<file path="src/rtl/elevator_call_dispatcher_pkg.sv">
// ----------------------------------------------------------------------------
// elevator_call_dispatcher_pkg
//   Shared definitions for the call dispatcher: scheduler state encoding,
//   floor-number width used on the controller interface, and the default
//   build parameters.
// ----------------------------------------------------------------------------
package elevator_call_dispatcher_pkg;

   // Width of the floor numbers exchanged with the elevator controller.
   localparam int FLOOR_W          = 4;

   // Default build: ten floors, short door dwell (simulation-sized).
   localparam int DEF_NUM_FLOORS   = 10;
   localparam int DEF_DWELL_CYCLES = 8;

   // Scheduler states.
   typedef enum logic [1:0] {
      ST_IDLE  = 2'd0,
      ST_UP    = 2'd1,
      ST_DOWN  = 2'd2,
      ST_DWELL = 2'd3
   } state_t;

endpackage

</file>
<file path="src/rtl/elevator_call_dispatcher_sync.sv">
// ----------------------------------------------------------------------------
// call_sync_edge
//   Brings the raw, asynchronous call buttons into the clock domain with a
//   2-flop synchronizer per bit, then turns each synchronized level into a
//   one-clock rising-edge pulse. Holding a button produces a single pulse.
//
// Ports
//   clk    in   single clock
//   rst_n  in   synchronous active-low reset; clears all flops
//   btn    in   WIDTH raw button levels
//   rise   out  WIDTH one-clock pulses on each synchronized 0->1 transition
// ----------------------------------------------------------------------------
module call_sync_edge #(
   parameter int WIDTH = 10
) (
   input  logic             clk,
   input  logic             rst_n,
   input  logic [WIDTH-1:0] btn,
   output logic [WIDTH-1:0] rise
);

   logic [WIDTH-1:0] meta;   // first stage, may go metastable
   logic [WIDTH-1:0] sync;   // second stage, safe to use
   logic [WIDTH-1:0] prev;   // sync delayed one clock for edge detection

   always_ff @(posedge clk) begin
      if (!rst_n) begin
         meta <= '0;
         sync <= '0;
         prev <= '0;
      end else begin
         meta <= btn;
         sync <= meta;
         prev <= sync;
      end
   end

   // A button sampled high at edge k shows up here between edges k+1 and k+2.
   assign rise = sync & ~prev;

endmodule

</file>
<file path="src/rtl/elevator_call_dispatcher.sv">
// ----------------------------------------------------------------------------
// elevator_call_dispatcher
//   Latches per-floor call buttons as pending calls and feeds the elevator
//   controller a target floor chosen in SCAN order. A call is retired only
//   when the car is idle at the requested floor; the door is then held open
//   for DWELL_CYCLES clocks before the scan resumes.
//
// Ports
//   clk              in   single clock
//   rst_n            in   synchronous active-low reset
//   call_btn         in   NUM_FLOORS raw call buttons (async level)
//   current_floor    in   car position reported by the controller
//   car_idle         in   controller is parked / not moving
//   requested_floor  out  registered target floor for the controller
//   pending          out  latched calls, drives the call lamps
//   busy             out  scheduler is not in IDLE
//   door_open        out  scheduler is in DWELL
// ----------------------------------------------------------------------------
module elevator_call_dispatcher
   import elevator_call_dispatcher_pkg::*;
#(
   parameter int NUM_FLOORS   = DEF_NUM_FLOORS,
   parameter int DWELL_CYCLES = DEF_DWELL_CYCLES
) (
   input  logic                  clk,
   input  logic                  rst_n,
   input  logic [NUM_FLOORS-1:0] call_btn,
   input  logic [FLOOR_W-1:0]    current_floor,
   input  logic                  car_idle,
   output logic [FLOOR_W-1:0]    requested_floor,
   output logic [NUM_FLOORS-1:0] pending,
   output logic                  busy,
   output logic                  door_open
);

   // Counter only has to hold DWELL_CYCLES-1.
   localparam int               CNT_W    = (DWELL_CYCLES > 1) ? $clog2(DWELL_CYCLES) : 1;
   localparam logic [CNT_W-1:0] CNT_LOAD = CNT_W'(DWELL_CYCLES - 1);

   state_t                state;
   logic                  dir_up;     // last travel direction, 1 = up
   logic [CNT_W-1:0]      cnt;

   logic [NUM_FLOORS-1:0] rise;
   logic [NUM_FLOORS-1:0] cur_oh;     // one-hot of current_floor, zero if off-range
   logic [NUM_FLOORS-1:0] set_mask;
   logic [NUM_FLOORS-1:0] clr_mask;
   logic                  floor_ok;
   logic                  any_above;
   logic                  any_below;
   logic                  lo_found;   // some pending floor >= current_floor
   logic                  hi_found;   // some pending floor <= current_floor
   logic [FLOOR_W-1:0]    lo_floor;
   logic [FLOOR_W-1:0]    hi_floor;
   logic                  pend_cur;
   logic                  serve;
   logic                  exit_up;
   logic                  exit_down;

   call_sync_edge #(
      .WIDTH (NUM_FLOORS)
   ) u_sync (
      .clk   (clk),
      .rst_n (rst_n),
      .btn   (call_btn),
      .rise  (rise)
   );

   // ------------------------------------------------------------------------
   // Floor scan. With the car reported off the end of the shaft, nothing is
   // treated as above, below, or at the car, so no call can be retired.
   // ------------------------------------------------------------------------
   always_comb begin
      floor_ok  = int'(current_floor) < NUM_FLOORS;
      cur_oh    = '0;
      any_above = 1'b0;
      any_below = 1'b0;
      hi_found  = 1'b0;
      hi_floor  = current_floor;
      lo_found  = 1'b0;
      lo_floor  = current_floor;

      // Ascending pass: the last hit at or below the car is the highest one.
      for (int i = 0; i < NUM_FLOORS; i++) begin
         if (floor_ok) begin
            if (current_floor == FLOOR_W'(i))
               cur_oh[i] = 1'b1;
            if (pending[i] && (i > int'(current_floor)))
               any_above = 1'b1;
            if (pending[i] && (i < int'(current_floor)))
               any_below = 1'b1;
            if (pending[i] && (i <= int'(current_floor))) begin
               hi_found = 1'b1;
               hi_floor = FLOOR_W'(i);
            end
         end
      end

      // Descending pass: the last hit at or above the car is the lowest one.
      for (int i = NUM_FLOORS - 1; i >= 0; i--) begin
         if (floor_ok && pending[i] && (i >= int'(current_floor))) begin
            lo_found = 1'b1;
            lo_floor = FLOOR_W'(i);
         end
      end
   end

   assign pend_cur = |(pending & cur_oh);

   // The car must actually be parked at the floor we asked for.
   assign serve = (state != ST_DWELL) && car_idle &&
                  (requested_floor == current_floor) && pend_cur;

   // While the door is open at a floor, a fresh press of that floor's button
   // is already satisfied and is dropped.
   assign set_mask = rise & ~((state == ST_DWELL) ? cur_oh : '0);
   assign clr_mask = serve ? cur_oh : '0;

   // After dwell, keep the previous direction if it still has work.
   assign exit_up   = dir_up ? any_above : (!any_below && any_above);
   assign exit_down = dir_up ? (!any_above && any_below) : any_below;

   // ------------------------------------------------------------------------
   // Scheduler. busy/door_open are registered alongside every state change.
   // ------------------------------------------------------------------------
   always_ff @(posedge clk) begin
      if (!rst_n) begin
         state           <= ST_IDLE;
         dir_up          <= 1'b1;
         cnt             <= '0;
         pending         <= '0;
         requested_floor <= '0;
         busy            <= 1'b0;
         door_open       <= 1'b0;
      end else begin
         // Clear wins over a same-cycle set on the served floor.
         pending <= (pending | set_mask) & ~clr_mask;

         if (serve) begin
            state           <= ST_DWELL;
            cnt             <= CNT_LOAD;
            requested_floor <= current_floor;
            busy            <= 1'b1;
            door_open       <= 1'b1;
         end else begin
            case (state)
               ST_IDLE: begin
                  if (!pend_cur && any_above) begin
                     state           <= ST_UP;
                     dir_up          <= 1'b1;
                     busy            <= 1'b1;
                     requested_floor <= lo_floor;
                  end else if (!pend_cur && any_below) begin
                     state           <= ST_DOWN;
                     dir_up          <= 1'b0;
                     busy            <= 1'b1;
                     requested_floor <= hi_floor;
                  end else begin
                     // Parked, or a call at this floor waiting for car_idle.
                     requested_floor <= current_floor;
                  end
               end

               ST_UP: begin
                  if (lo_found) begin
                     // >= lets a car passing a new call retarget and stop.
                     requested_floor <= lo_floor;
                  end else if (any_below) begin
                     state           <= ST_DOWN;
                     dir_up          <= 1'b0;
                     requested_floor <= hi_floor;
                  end else begin
                     state           <= ST_IDLE;
                     busy            <= 1'b0;
                     requested_floor <= current_floor;
                  end
               end

               ST_DOWN: begin
                  if (hi_found) begin
                     requested_floor <= hi_floor;
                  end else if (any_above) begin
                     state           <= ST_UP;
                     dir_up          <= 1'b1;
                     requested_floor <= lo_floor;
                  end else begin
                     state           <= ST_IDLE;
                     busy            <= 1'b0;
                     requested_floor <= current_floor;
                  end
               end

               ST_DWELL: begin
                  if (cnt != '0) begin
                     cnt             <= cnt - CNT_W'(1);
                     requested_floor <= current_floor;
                  end else begin
                     door_open <= 1'b0;
                     if (exit_up) begin
                        state           <= ST_UP;
                        dir_up          <= 1'b1;
                        requested_floor <= lo_floor;
                     end else if (exit_down) begin
                        state           <= ST_DOWN;
                        dir_up          <= 1'b0;
                        requested_floor <= hi_floor;
                     end else begin
                        state           <= ST_IDLE;
                        busy            <= 1'b0;
                        requested_floor <= current_floor;
                     end
                  end
               end

               default: begin
                  state <= ST_IDLE;
                  busy  <= 1'b0;
               end
            endcase
         end
      end
   end

endmodule

</file>
<file path="config.mk">
export PLATFORM = sky130hd
export DESIGN_NAME = elevator_call_dispatcher
export DESIGN_NICKNAME = d
export VERILOG_FILES = /design/src/rtl/elevator_call_dispatcher_pkg.sv /design/src/rtl/elevator_call_dispatcher_sync.sv /design/src/rtl/elevator_call_dispatcher.sv
export SDC_FILE = /design/constraint.sdc
export NUM_CORES = 1
export LEC_CHECK = 0
export CAP_MARGIN = 25
export CORE_ASPECT_RATIO = 1.4
export CORE_MARGIN = 3
export CORE_UTILIZATION = 50
export DETAILED_ROUTE_END_ITERATION = 16
export PLACE_DENSITY = 0.82
export SKIP_LAST_GASP = 1
export SYNTH_ARGS = -nofsm -noshare
export SYNTH_HDL_FRONTEND = slang
export SYNTH_SLANG_ARGS = --single-unit
</file>
<file path="constraint.sdc">
create_clock -name clk -period 7 [get_ports clk]
set_input_delay 1.75 -clock clk [delete_from_list [all_inputs] [get_ports clk]]
set_output_delay 1.75 -clock clk [all_outputs]
set_load 0.03 [all_outputs]
</file>
==> results of run 1 <==
==> per-stage QoR <==
step / area [sq um] / total power, mW / util
CTS: 3930 / 0.834 / 0.583
finish: 3960 / 0.839 / 0.588
floorplan: 3540 / 0.563 / -
detailed placement: 3830 / 0.648 / 0.568
global route: 3960 / 0.881 / 0.588
global placement: 3820 / 0.648 / 0.566
==> layout by cell type, fill, tap and decap left out, types with 5 or more instances in the layout <==
cell type,n
nand2_1,24
a31oi_1,8
a21oi_1,33
clkbuf_8,5
a211oi_1,5
a22oi_1,7
dfxtp_1,52
and2_1,36
nor2b_1,13
o21a_1,10
nand3_1,8
nor3_1,10
a21boi_0,6
inv_1,11
o211ai_1,10
o22ai_1,8
nor2_1,31
buf_4,5
o21ai_1,5
o21ai_0,41
nand2b_1,8
clkdlybuf4s50_1,32
==> worst max path at each step <==
stage	cells past startpoint	start	endpoint
3_5_place_dp	10	current_floor[0]	busy
6_report	10	current_floor[2]	busy
3_3_place_gp	10	current_floor[0]	busy
4_1_cts	10	current_floor[0]	busy
2_1_floorplan	9	current_floor[0]	requested_floor[1]
5_1_grt	10	current_floor[2]	requested_floor[3]
==> cells in the mapped netlist, types with 3 or more instances <==
cell / instances / area, sq um
clkbuf_1: 20 / 75.1
o22ai_1: 8 / 50.1
nor2_1: 31 / 116
mux2i_1: 4 / 40.0
o21ai_0: 41 / 205
o21a_1: 10 / 75.1
o211ai_1: 10 / 75.1
a21boi_0: 6 / 45.0
buf_4: 4 / 30.0
o31ai_1: 4 / 30.0
nor3_1: 10 / 50.1
inv_1: 11 / 41.3
or2_2: 4 / 25.0
nand2_1: 24 / 90.1
o21ai_1: 5 / 25.0
a21oi_1: 33 / 165
a211oi_1: 5 / 37.5
xor2_1: 4 / 35.0
nand4_1: 3 / 18.8
dfxtp_1: 52 / 1040
nand2b_1: 8 / 50.1
buf_2: 10 / 50.1
nor4_4: 3 / 63.8
and2_1: 36 / 225
a22o_1: 3 / 26.3
a22oi_1: 7 / 52.6
nand3_1: 8 / 40.0
buf_6: 3 / 33.8
nor2b_1: 13 / 81.3
a31oi_1: 8 / 50.1
==> area by class of cell <==
type,instances,area (sq um)
Clock buffer,5,68.8
Clock inverter,3,33.8
Fill cell,642,2780
Inverter,13,48.8
Multi-Input combinational cell,347,2250
Sequential cell,52,1040
Tap cell,92,115
Timing Repair Buffer,40,403
==> power by group through the flow <==
stage	clock network [mW]	logic [mW]	registers (mW)
3_5_place_dp	0	0.292	0.355
3_3_place_gp	0	0.293	0.355
2_1_floorplan	0	0.197	0.365
4_1_cts	0.192	0.294	0.349
5_1_grt	0.203	0.326	0.353
6_report	0.189	0.301	0.350
==> worst register-to-register path: cells and delay by family (launching register included) <==
family	cells	cell delay, ns
AO/OA/AOI/OAI	4	1.17
flip-flops	1	0.46
AND/OR/NAND/NOR	4	1.15
==> flip-flops by register name, indices dropped and copies added (netlist names) <==
register and count:
door_open 1, dir_up 1, pending 10, u_sync.sync 10
cnt 3, u_sync.meta 10, busy 1, state 2
u_sync.prev 10, requested_floor 4
==> cells by family after synthesis <==
family,synth area share
flops,0.294
xor+xnor,0.0149
simple gates,0.251
buf+inv,0.0683
fa+ha+maj,0.00708
mux,0.0145
compound gates,0.350
==> metal layers <==
metal / wire (um) / GRT usage / vias up
met5: 0 / 0 / -
met4: 499 / 0.144 / 0
met3: 874 / 0.0496 / 45
met2: 4860 / 0.415 / 223
met1: 3940 / 0.316 / 1617
li1: - / - / 1673
==> impl_metrics.tcl, run 1 <==
set metrics [dict create \
    dr.pass1.iters 5 \
    worst_ep_required_time_ns 7.22 \
    worstSetupPathType "in2reg" \
    track_usage 0.256 \
    fin_crit_sh 0.681 \
    clock.fmax_mhz 210 \
    hold_ws_ns 0.434 \
    die_w_um 77.1 \
    rsz0062_at_grt "false" \
    h-tree-depth 2 \
    ys_types 79 \
    die_area_sq_um 8130 \
    post-place-ws_ns 1.54 \
    diodes 0 \
    antenna_found_initial 0 \
    finalCriticalPeriod_ns 4.76 \
    powerDensity_nw_per_um2 212 \
    grt_first_pass_wirelength_mm 17.0 \
    hold_path_class "reg2reg" \
    slew_headroom 0.491 \
    ys.flop_type "dfxtp_1" \
    drv_slew 0 \
    r2r-start "state[0]" \
    area_growth_pct 12.1 \
    initial_core_util 0.524 \
    async_flop_share 0 \
    p_sw_frac 0.380 \
    power_frac_seq 0.417 \
    pin_count 33 \
    post-dp-hpwl_mm 7.29 \
    cellLeakagePower_nw 1.43 \
    switchingPower_mw 0.319 \
    path_buf_inv 2 \
    tightest_slew_ns 0.758 \
    dp_cells 542 \
    vias_per_cell 6.45 \
    drive_above_1_share 0.0826 \
    hold_viol_final 0 \
    nets 478 \
    critPathMaxStageDelay_ns 0.89 \
    power.internal_mw 0.520 \
    core-area_sq_um 6740 \
    cp.arrival_ns 4.99 \
    cts-hold-fix-buffers 0 \
    setup_tns_ns 0 \
    numCtsBuffers 5 \
    port_buffers 32 \
    cts_resized 0 \
    r2r_cells 8 \
    holdPathEnd "u_sync.sync[6]" \
    routed_wl_mm 10.2 \
    die_y_um 106 \
    cts_sinks 52 \
    syn-cell-area_sq_um 3540 \
    finClkSkew_ns 0.0105 \
    cts.clk_slew.worst_paths_ns 0.10 \
    setup_ws_ns 2.24 \
    status "completed" \
    stdcell_count 552 \
    dr_total_vias 3558 \
    clockBufferDepth 2 \
    maxCapViolCount 0 \
    drc 0 \
    crit_fanout 17 \
    syn_area_per_cell_sq_um 7.86 \
    wl_per_cell_um 18.4 \
    postCtsSetupRepairBufs 0 \
    gr-total-overflow 0 \
    clock_latency_ns 0.32 \
    p_comb_frac 0.358 \
    worstSetupStartpointType "primary input" \
    critPathCaptureType "flip-flop" \
    yosysSeqAreaShare 0.294 \
    cts-root-buf "clkbuf_8" \
    rows 35 \
    synth_seq_cells 52 \
    ant_nets 0 \
    min_from "u_sync.meta[6]" \
    worstReg2RegEnd "busy" \
    cts_tree "built" \
    path_delay_family "compound AO/OA/AOI/OAI gates" \
    synthesis.nets 469 \
    gp_congestion 1.06 \
    p_clk_frac 0.225 \
    peakVddDrop_mv 0.145 \
    hold_depth 1 \
    grt_max_degree 55 \
    crit_chain "clkdlybuf4s50_1 -> buf_8 -> or2b_1 -> o32a_1 -> a31oi_2 -> o21ai_1 -> o21a_1 -> a211oi_1 -> nand4_1 -> o211a_1" \
    yosys_warnings 0 \
    drtIter0Drc 459 \
    crit_slowest_cell "clkdlybuf4s50_1" \
    synthCells 450 \
    synth_edf_count 0 \
    finalSetupViolCount 0 \
    grt_pass1_vias 3367 \
    r2r_setup_slack_ns 4.11 \
]
No activity file was read; power rests on OpenSTA's default activity.
==> run 2, diff against run 1 <==
==> constraint.sdc (replaced) <==
create_clock -name clk -period 4.8 [get_ports clk]
set_input_delay 1.2 -clock clk [delete_from_list [all_inputs] [get_ports clk]]
set_output_delay 1.2 -clock clk [all_outputs]
set_load 0.03 [all_outputs]
==> impl_metrics.tcl, run 2 (synthesized netlist as in run 1, its figures left out) <==
set metrics [dict create \
    cts_sinks 52 \
    gr-total-overflow 0 \
    peakVddDrop_mv 0.236 \
    cp.arrival_ns 4.31 \
    power_frac_seq 0.402 \
    grt_max_degree 46 \
    powerDensity_nw_per_um2 318 \
    clock_latency_ns 0.32 \
    diodes 0 \
    antenna_found_initial 0 \
    core-area_sq_um 6740 \
    rows 35 \
    path_common_cell "a21oi_1" \
    clock.fmax_mhz 244 \
    placed_area_sq_um 3890 \
    slew_headroom 0.554 \
    grt_first_pass_wirelength_mm 17.6 \
    post-dp-hpwl_mm 8.14 \
    die_y_um 106 \
    fin_crit_sh 0.855 \
    final_common_cell "dfxtp_1" \
    drv_slew 0 \
    path_delay_family "compound AO/OA/AOI/OAI gates" \
    setup_ws_ns 0.695 \
    multi_input_area_sq_um 2250 \
    critPathMaxStageDelay_ns 0.87 \
    rsz0062_at_grt "false" \
    startpoint "current_floor[2]" \
    pin_count 33 \
    dr.pass1.iters 6 \
    nets 483 \
    status "completed" \
    crit_fanout 17 \
    track_usage 0.271 \
    initial_core_util 0.524 \
    clockBufferDepth 2 \
    port_buffers 32 \
    vias_per_cell 6.50 \
    grt_pass1_vias 3365 \
    h-tree-depth 2 \
    critPathCaptureType "flip-flop" \
    die_w_um 77.1 \
    post-place-ws_ns 0.502 \
    drive_above_1_share 0.0925 \
    cts-root-buf "clkbuf_8" \
    stdcell_area_sq_um 4000 \
    fillers 636 \
    final_cell_mix "dfxtp_1 (52), o21ai_0 (41), and2_1 (36)" \
    path_buf_inv 1 \
    crit_chain "clkdlybuf4s50_1 -> or2_1 -> a21oi_1 -> a311oi_1 -> a31oi_1 -> o21a_1 -> a2111oi_0 -> a21oi_1" \
    cts-hold-fix-buffers 0 \
    drc 0 \
    die_area_sq_um 8130 \
    tightest_slew_ns 0.666 \
    cellLeakagePower_nw 1.46 \
    numCtsBuffers 5 \
    p_sw_frac 0.364 \
    switchingPower_mw 0.464 \
    worstSetupStartpointType "primary input" \
    finalSetupViolCount 0 \
    gp_congestion 1.02 \
    p_clk_frac 0.246 \
    dr_total_vias 3618 \
    r2r-start "pending[7]" \
    utilization 0.594 \
    ant_nets 0 \
    area_growth_pct 13.2 \
    drtIter0Drc 327 \
    finalCriticalPeriod_ns 4.10 \
    layout.area.seq_sq_um 1040 \
    p_comb_frac 0.352 \
    power.internal_mw 0.809 \
    hold_path_class "reg2reg" \
    crit_slowest_cell "clkdlybuf4s50_1" \
    setup_tns_ns 0 \
    cts_resized 0 \
    finClkSkew_ns 0.0134 \
    cts_tree "built" \
    min_from "u_sync.meta[5]" \
    cts.clk_slew.worst_paths_ns 0.11 \
    worst_ep_required_time_ns 5.00 \
    maxCapViolCount 0 \
    worstSetupPathType "in2reg" \
    wl_per_cell_um 19.7 \
    postCtsSetupRepairBufs 0 \
    hold_viol_final 0 \
    routed_wl_mm 11.0 \
]
## run 2: final timing paths
| check | end | slack (ns) | cells past startpoint |
|---|---|---|---|
| hold reg to reg | u_sync.sync[5] | 0.44 | 1 |
| setup reg to reg | requested_floor[3] | 2.07 | 8 |
| setup / recovery | requested_floor[3] | 0.70 | 8 |
| hold / removal | u_sync.sync[5] | 0.44 | 1 |
## run 2: stage by stage
step | total power, mW | hold slack [ns] | instances
3_5_place_dp | 0.956 | 0.418 | 549
4_1_cts | 1.27 | 0.442 | 557
2_1_floorplan | 0.821 | 0.406 | 450
3_3_place_gp | 0.959 | 0.414 | 549
5_1_grt | 1.33 | 0.459 | 557
6_report | 1.27 | 0.437 | 557
## run 2: final cells by class
cell class / instances / share of cell area
clock inverters: 3 / 0.0116
inverters: 13 / 0.0122
repair buffers: 45 / 0.108
multi-input cells: 347 / 0.563
flip-flops and latches: 52 / 0.260
clock buffers: 5 / 0.0172
well taps: 92 / 0.0287
## run 2: power by group through the flow
stage | Clock (mW) | Sequential (mW) | Combinational [mW]
3_5_place_dp | 0 | 0.520 | 0.436
4_1_cts | 0.320 | 0.509 | 0.440
5_1_grt | 0.335 | 0.515 | 0.482
2_1_floorplan | 0 | 0.533 | 0.288
6_report | 0.313 | 0.512 | 0.447
3_3_place_gp | 0 | 0.519 | 0.440
## run 2: metal layers
| metal | global-route usage | wire (um) |
|---|---|---|
| met5 | 0 | 0 |
| met4 | 0.168 | 736 |
| met3 | 0.0350 | 717 |
| met2 | 0.450 | 5200 |
| met1 | 0.328 | 4330 |
==> run 3, diff against run 2 <==
--- a/config.mk
+++ b/config.mk
@@ -7,10 +7,11 @@
 export LEC_CHECK = 0
 export CAP_MARGIN = 25
 export CORE_ASPECT_RATIO = 1.4
-export CORE_MARGIN = 3
+export CORE_MARGIN = 10
 export CORE_UTILIZATION = 50
 export DETAILED_ROUTE_END_ITERATION = 16
-export PLACE_DENSITY = 0.82
+export DONT_BUFFER_PORTS = 1
+export PLACE_DENSITY = 0.76
 export SKIP_LAST_GASP = 1
 export SYNTH_ARGS = -nofsm -noshare
 export SYNTH_HDL_FRONTEND = slang
==> impl_metrics.tcl, run 3 (synthesized netlist as in run 1, its figures left out) <==
set metrics [dict create \
    ant_nets 0 \
    wl_per_cell_um 20.7 \
    cellLeakagePower_nw 1.27 \
    r2r_setup_slack_ns 1.75 \
    status "completed" \
    drive_above_1_share 0.0758 \
    dp_cells 509 \
    grt_first_pass_wirelength_mm 17.0 \
    area_growth_pct 1.24 \
    tightest_slew_ns 0.898 \
    final_common_cell "dfxtp_1" \
    rows 36 \
    grt_max_degree 55 \
    stdcell_area_sq_um 3580 \
    fin_crit_sh 0.692 \
    stdcell_count 517 \
    rsz0062_at_grt "false" \
    cts_tree "built" \
    worstSetupPathType "in2reg" \
    initial_core_util 0.510 \
    die_y_um 120 \
    power_frac_seq 0.477 \
    postCtsSetupRepairBufs 0 \
    antenna_found_initial 0 \
    post-dp-hpwl_mm 7.77 \
    worstReg2RegEnd "requested_floor[3]" \
    cp.arrival_ns 3.52 \
    drv_slew 0 \
    dr.pass1.iters 7 \
    grt_pass1_vias 3279 \
    startpoint "current_floor[1]" \
    port_buffers 0 \
    cts_resized 0 \
    drtIter0Drc 279 \
    worstSetupStartpointType "primary input" \
    placed_area_sq_um 3480 \
    gp_congestion 0.990 \
    p_sw_frac 0.383 \
    numCtsBuffers 5 \
    pin_count 33 \
    h-tree-depth 2 \
    cts-hold-fix-buffers 0 \
    powerDensity_nw_per_um2 324 \
    p_comb_frac 0.288 \
    nets 440 \
    worst_ep_required_time_ns 5.00 \
    hold_depth 1 \
    finalSetupViolCount 0 \
    track_usage 0.189 \
    clockBufferDepth 2 \
    routed_wl_mm 10.7 \
    vias_per_cell 6.71 \
    r2r-start "pending[3]" \
    setup_tns_ns 0 \
    critPathCaptureType "flip-flop" \
    slew_headroom 0.400 \
    die_area_sq_um 10900 \
    finalCriticalPeriod_ns 3.32 \
    diodes 0 \
    maxCapViolCount 0 \
    dr_total_vias 3467 \
    crit_fanout 37 \
    cts-root-buf "clkbuf_8" \
    die_w_um 91.1 \
    hold_viol_final 0 \
    final_cell_mix "dfxtp_1 (52), o21ai_0 (41), and2_1 (36)" \
    switchingPower_mw 0.444 \
    peakVddDrop_mv 0.261 \
    clock.fmax_mhz 301 \
    gr-total-overflow 0 \
    clock_latency_ns 0.31 \
    crit_end "requested_floor[3]" \
    cts.clk_slew.worst_paths_ns 0.11 \
    cts_sinks 52 \
    r2r_cells 8 \
    hold_path_class "reg2reg" \
    p_clk_frac 0.234 \
    power.internal_mw 0.716 \
    finClkSkew_ns 0.00980 \
    drc 0 \
    core-area_sq_um 6940 \
]
-- run 3: final cells by class --
type / count / area, sq um
clock inverter: 3 / 33.8
sequential: 52 / 1040
tap: 95 / 119
timing repair buffer: 2 / 15.0
multi-input combinational: 347 / 2250
fill: 721 / 3360
clock buffer: 5 / 68.8
inverter: 13 / 48.8
-- run 3: worst max-delay path: stages --
cell and delay, ns:
nor4_4 0.46, o32ai_2 0.21, nor4_4 0.47, nor2_1 0.24, a31oi_1 0.24, nor3_1 0.07, a2111oi_0 0.47, a21oi_1 0.14
-- run 3: how the worst min path moves through the flow --
stage | startpoint | endpoint | slack, ns
after detailed placement | u_sync.meta[6] | u_sync.sync[6] | 0.41
after CTS | u_sync.meta[6] | u_sync.sync[6] | 0.44
after global routing | u_sync.meta[6] | u_sync.sync[6] | 0.46
after floorplan | u_sync.meta[6] | u_sync.sync[6] | 0.41
final | u_sync.meta[6] | u_sync.sync[6] | 0.43
after global placement | u_sync.meta[6] | u_sync.sync[6] | 0.41
-- run 3: power by group through the flow --
stage / Clock (mW) / Combinational, mW / Sequential (mW)
floorplan: 0 / 0.288 / 0.533
global placement: 0 / 0.330 / 0.563
detailed placement: 0 / 0.325 / 0.562
CTS: 0.280 / 0.327 / 0.552
global route: 0.297 / 0.363 / 0.556
finish: 0.272 / 0.334 / 0.554
-- run 3: layer usage --
layer  vias up  share of wire  global-route usage
met5         -              0                   0
met4         0          0.061               0.129
met3        54          0.075              0.0331
met2       195           0.48               0.313
met1      1621           0.39               0.217
li1       1597              -                   -
-- run 3: per-stage QoR --
step           hold slack, ns  power, mW  utilization  worst slack [ns]
2_1_floorplan           0.406      0.821            -              1.63
3_3_place_gp            0.408      0.894        0.501              1.09
3_5_place_dp            0.414      0.887        0.501              1.24
4_1_cts                 0.439       1.16        0.516              1.57
5_1_grt                 0.460       1.22        0.516              1.24
6_report                0.435       1.16        0.516              1.48
